`config.mk`:
```
export PLATFORM = sky130hd
export DESIGN_NAME = arb2to1_32bit
export DESIGN_NICKNAME = d
export VERILOG_FILES = /design/src/rtl/arb2to1_32bit.sv
export SDC_FILE = /design/constraint.sdc
export NUM_CORES = 1
export LEC_CHECK = 0
export ABC_AREA = 1
export BUFFER_PORTS_ARGS = -buffer_cell sky130_fd_sc_hd__buf_2
export CAP_MARGIN = 20
export CORE_ASPECT_RATIO = 0.75
export CORE_UTILIZATION = 48
export CTS_CLUSTER_DIAMETER = 100
export DETAILED_ROUTE_END_ITERATION = 16
export PLACE_DENSITY = 0.87
export RECOVER_POWER = 100
export SYNTH_ARGS = -nofsm -noshare
export SYNTH_HDL_FRONTEND = slang
export SYNTH_SLANG_ARGS = --single-unit
```
`constraint.sdc`:
```
create_clock -name clk -period 3.4 [get_ports clk]
set_input_delay 0.68 -clock clk [delete_from_list [all_inputs] [get_ports clk]]
set_output_delay 0.68 -clock clk [all_outputs]
set_load 0.02 [all_outputs]
```
`src/rtl/arb2to1_32bit.sv`:
```
// arb2to1_32bit: two-source round-robin arbiter feeding a single-entry
// registered output stage. A source that keeps winning is limited to
// MAX_BURST consecutive words while the other source is waiting.
module arb2to1_32bit #(
  parameter int unsigned WIDTH     = 32,
  parameter int unsigned MAX_BURST = 4
) (
  input  logic             clk,
  input  logic             rst_n,
  input  logic             in1_valid,
  input  logic [WIDTH-1:0] in1_data,
  output logic             in1_ready,
  input  logic             in2_valid,
  input  logic [WIDTH-1:0] in2_data,
  output logic             in2_ready,
  output logic             out_valid,
  output logic [WIDTH-1:0] out_data,
  input  logic             out_ready,
  output logic             sel
);

  typedef enum logic [1:0] {
    IDLE = 2'd0,
    OWN1 = 2'd1,
    OWN2 = 2'd2
  } state_t;

  localparam logic [3:0] MAX_B = MAX_BURST[3:0];

  state_t           state_q;
  logic [3:0]       bcnt_q;
  logic             last_q;      // 0 = in1 granted last, 1 = in2
  logic             out_valid_q;
  logic [WIDTH-1:0] out_data_q;
  logic             sel_q;

  logic slot;
  logic gnt1;
  logic gnt2;
  logic cont;
  logic acc1;
  logic acc2;

  // Grant decision: continue the current burst if allowed, otherwise
  // start a new burst with the only valid source or the one not served last.
  always_comb begin
    slot = !out_valid_q || out_ready;
    gnt1 = 1'b0;
    gnt2 = 1'b0;
    cont = 1'b0;
    if (slot) begin
      if (state_q == OWN1 && in1_valid && bcnt_q < MAX_B) begin
        gnt1 = 1'b1;
        cont = 1'b1;
      end else if (state_q == OWN2 && in2_valid && bcnt_q < MAX_B) begin
        gnt2 = 1'b1;
        cont = 1'b1;
      end else if (in1_valid && !in2_valid) begin
        gnt1 = 1'b1;
      end else if (in2_valid && !in1_valid) begin
        gnt2 = 1'b1;
      end else if (in1_valid && in2_valid) begin
        if (last_q) gnt1 = 1'b1;
        else        gnt2 = 1'b1;
      end
    end
  end

  // Readies are gated by rst_n so they fall immediately when reset asserts,
  // not only once the registered state has cleared.
  assign in1_ready = rst_n && gnt1;
  assign in2_ready = rst_n && gnt2;
  assign acc1      = in1_valid && in1_ready;
  assign acc2      = in2_valid && in2_ready;

  // Arbitration state and output register update.
  always_ff @(posedge clk or negedge rst_n) begin
    if (!rst_n) begin
      state_q     <= IDLE;
      bcnt_q      <= '0;
      last_q      <= 1'b1;
      out_valid_q <= 1'b0;
      out_data_q  <= '0;
      sel_q       <= 1'b0;
    end else if (acc1 || acc2) begin
      out_data_q  <= acc2 ? in2_data : in1_data;
      sel_q       <= acc2;
      out_valid_q <= 1'b1;
      if (cont) begin
        bcnt_q <= bcnt_q + 4'd1;
      end else begin
        state_q <= acc2 ? OWN2 : OWN1;
        bcnt_q  <= 4'd1;
        last_q  <= acc2;
      end
    end else begin
      if (out_valid_q && out_ready) out_valid_q <= 1'b0;
      if (slot && !in1_valid && !in2_valid) begin
        state_q <= IDLE;
        bcnt_q  <= '0;
      end
    end
  end

  assign out_valid = out_valid_q;
  assign out_data  = out_data_q;
  assign sel       = sel_q;

endmodule

```
==> flow_summary.toml <==
[sta]
finalClockSkew_ns = 0.00293
layout_min_cycle_time_ns = 2.82
maxSlewHeadroom = -0.390
setup_viol = 0
timing.final.crit_share = 0.828
whs_ns = 0.481
hold_viol_final = 0
rsz0062_at_grt = "no"
fmax_mhz = 355
finalMaxSlewViolations = 42
tightest_slew_ns = 2.09
tns_ns = 0

[floorplanning]
start_util = 0.518
core_area_um2 = 3800
fp.dieW_um = 76.0
die_area_um2 = 4370
ios = 105
die_h_um = 57.5
num_rows = 19

[status]
violations = "capacitance limit, slew limit"
outcome = "finished with violations"

[clock_network]
clock_sinks = 41
htree_num_levels = 2
cts_tree = "built"
cts_buffers = 5
cts-root-buf = "clkbuf_8"
clkSlewWorstSetupHoldPaths_ns = 0.07
cts_resized = 0
post_cts_buffers = 0
ctsHoldBuffers = 0
clk_path_buf_depth = 2
clk-insertion-delay-late_ns = 0.28

[synth]
synth_top_area_cell = "dfrtp_1"
syn-cell-area_um2 = 1970
synth_cell_type_count = 23
syn_area_per_cell_um2 = 7.98
synth-seq-cells = 41
synth_area_leaders = "dfrtp_1 (51%), nand2_1 (26%), nand3_1 (7.6%)"
synthDominantCellAreaShare = 0.508
yosysSeqAreaShare = 0.521
syn_inst = 247
synth_warnings = 0
syn_nets = 317

[power_and_ir_drop]
ir_drop_v = 0.000508
p_int_mw = 1.15
p_leak_nw = 1.37
powerDensity_nw_per_um2 = 827
power.switching_uw = 909
combPwrFrac = 0.431
clockPowerShare = 0.161
p_seq_frac = 0.408
netSwitchingFraction = 0.441

[route]
wl_met2_mm = 1.91
drtAntennaViolNets = 0
dr_wl_met3_um = 272
drc = 0
drtIter0Drc = 111
top_layer = "met4"
num_vias = 1892
wire_per_inst_um = 10.8
wirelength_met1_mm = 2.12
viasPerCell = 4.71
wirelength_mm = 4.34
firstDrtPassIters = 4

[placement]
dp_hpwl_mm = 3.12
gp_congestion = 0.909
numPortBuffers = 104

[run]
drv_cap = 1

[global_route]
grt_max_degree = 42
overflow = 0
antenna_found_initial = 0
grt_usage = 0.227
grt_pass1_vias = 1773
grt_pass1_wl_mm = 7.69

[worst_setup_path]
crit_slowest_cell = "inv_1"
end_kind = "output port"
path_max_fanout = 29
critPathTopFamily = "buffers and inverters"
critical_path_arrival_ns = 2.14
crit_buf_inv = 3
critical_path_class = "flip-flop to output port"
startpoint_type = "flip-flop"
cp_cell_sequence = "inv_1 -> a21oi_1 -> nand2_1 -> nand2_1 -> nand2_2 -> inv_1 -> buf_2"
required_ns = 2.72
max_stage_delay_ns = 0.64

[layout]
drive_gt1_frac = 0.240
post-route-util = 0.655
antenna_cells = 0
fin_nets = 419
syn2layout_area_growth_pct = 26.3

[min_path]
hold_class = "flip-flop to flip-flop"
-- metrics by stage --
stage / area (µm²) / setup WS [ns] / total power, mW / cells
finish: 2490 / 0.583 / 2.06 / 402
global route: 2490 / 0.336 / 2.23 / 402
CTS: 2570 / 0.832 / 2.15 / 402
detailed placement: 2470 / 0.867 / 1.81 / 394
global placement: 2470 / 0.914 / 1.78 / 394
floorplan: 1970 / 1.30 / 1.51 / 247
-- worst paths after layout --
check | start | to | slack [ns] | cells past startpoint
min in group asynchronous | rst_n | out_data[4]$_DFFE_PN0P_ | 1.11 | 2
hold / removal | bcnt_q[1]$_DFFE_PN0P_ | bcnt_q[1]$_DFFE_PN0P_ | 0.48 | 2
setup reg to reg | last_q$_DFFE_PN1P_ | out_data[1]$_DFFE_PN0P_ | 1.36 | 8
hold reg to reg | bcnt_q[1]$_DFFE_PN0P_ | bcnt_q[1]$_DFFE_PN0P_ | 0.48 | 2
max in group asynchronous | rst_n | out_data[25]$_DFFE_PN0P_ | 1.09 | 2
setup / recovery | last_q$_DFFE_PN1P_ | in1_ready | 0.58 | 7
-- layer usage --
metal / global-route usage / vias up
met5: 0 / -
met4: 0.0907 / 0
met3: 0.0512 / 2
met2: 0.379 / 77
met1: 0.294 / 846
li1: - / 967
-- area by class of cell --
cell class              count  area, µm²
well taps                  52       65.1
clock buffers               7       96.3
clock inverters             1       5.00
multi-input cells         184        769
repair buffers            105        480
inverters                  12       47.5
fillers                   347       1310
flip-flops and latches     41       1030
-- cells by family after synthesis --
family	synth area share
DFF	0.521
and+or+nand+nor	0.378
AOI/OAI and AO/OA	0.0146
xor gates and xnor gates	0.00444
adders and majority gates	0.00634
buffers and inverters	0.0755
-- Yosys cell counts (all sizes together) --
master	count
nand2	141
dfrtp	40
nand3	31
inv	12
buf	10
a21oi	3
nor2	3
o21ai	2
dfstp	1
ha	1
nor3	1
nor3b	1
xnor2	1
-- cell usage in the layout, fill, tap and decap left out --
cell type	instances
nor3_1	1
xnor2_1	1
nand2_2	1
inv_1	10
o21ai_0	2
clkinv_2	1
nand2_1	140
clkbuf_1	36
a21oi_1	3
nor2_1	2
inv_4	1
clkbuf_8	7
dfstp_2	1
nand3_1	30
nand3_2	1
inv_2	1
buf_2	69
dfrtp_1	40
nor2_2	1
ha_1	1
nor3b_2	1
-- worst reg2reg max path, cell delays in order, from the launching register on --
cell     delay [ns]
dfstp_2        0.53
inv_1          0.05
o21ai_0        0.14
nand2_1        0.08
nand2_1        0.20
nand2_1        0.36
inv_4          0.39
nand2_1        0.13
nand3_1        0.09
-- power by group through the flow --
stage / clock [mW] / combinational, mW / sequential, mW
6_report: 0.331 / 0.888 / 0.841
4_1_cts: 0.348 / 0.972 / 0.831
3_5_place_dp: 0 / 0.974 / 0.836
2_1_floorplan: 0 / 0.437 / 1.07
3_3_place_gp: 0 / 0.948 / 0.829
5_1_grt: 0.370 / 0.995 / 0.864
-- sequential cells by signal, indices dropped and copies added (netlist names) --
| signal | cells |
|---|---|
| state_q | 2 |
| last_q | 1 |
| out_data | 32 |
| out_valid | 1 |
| bcnt_q | 4 |
| sel | 1 |
Power figures use the tool's default switching activity.
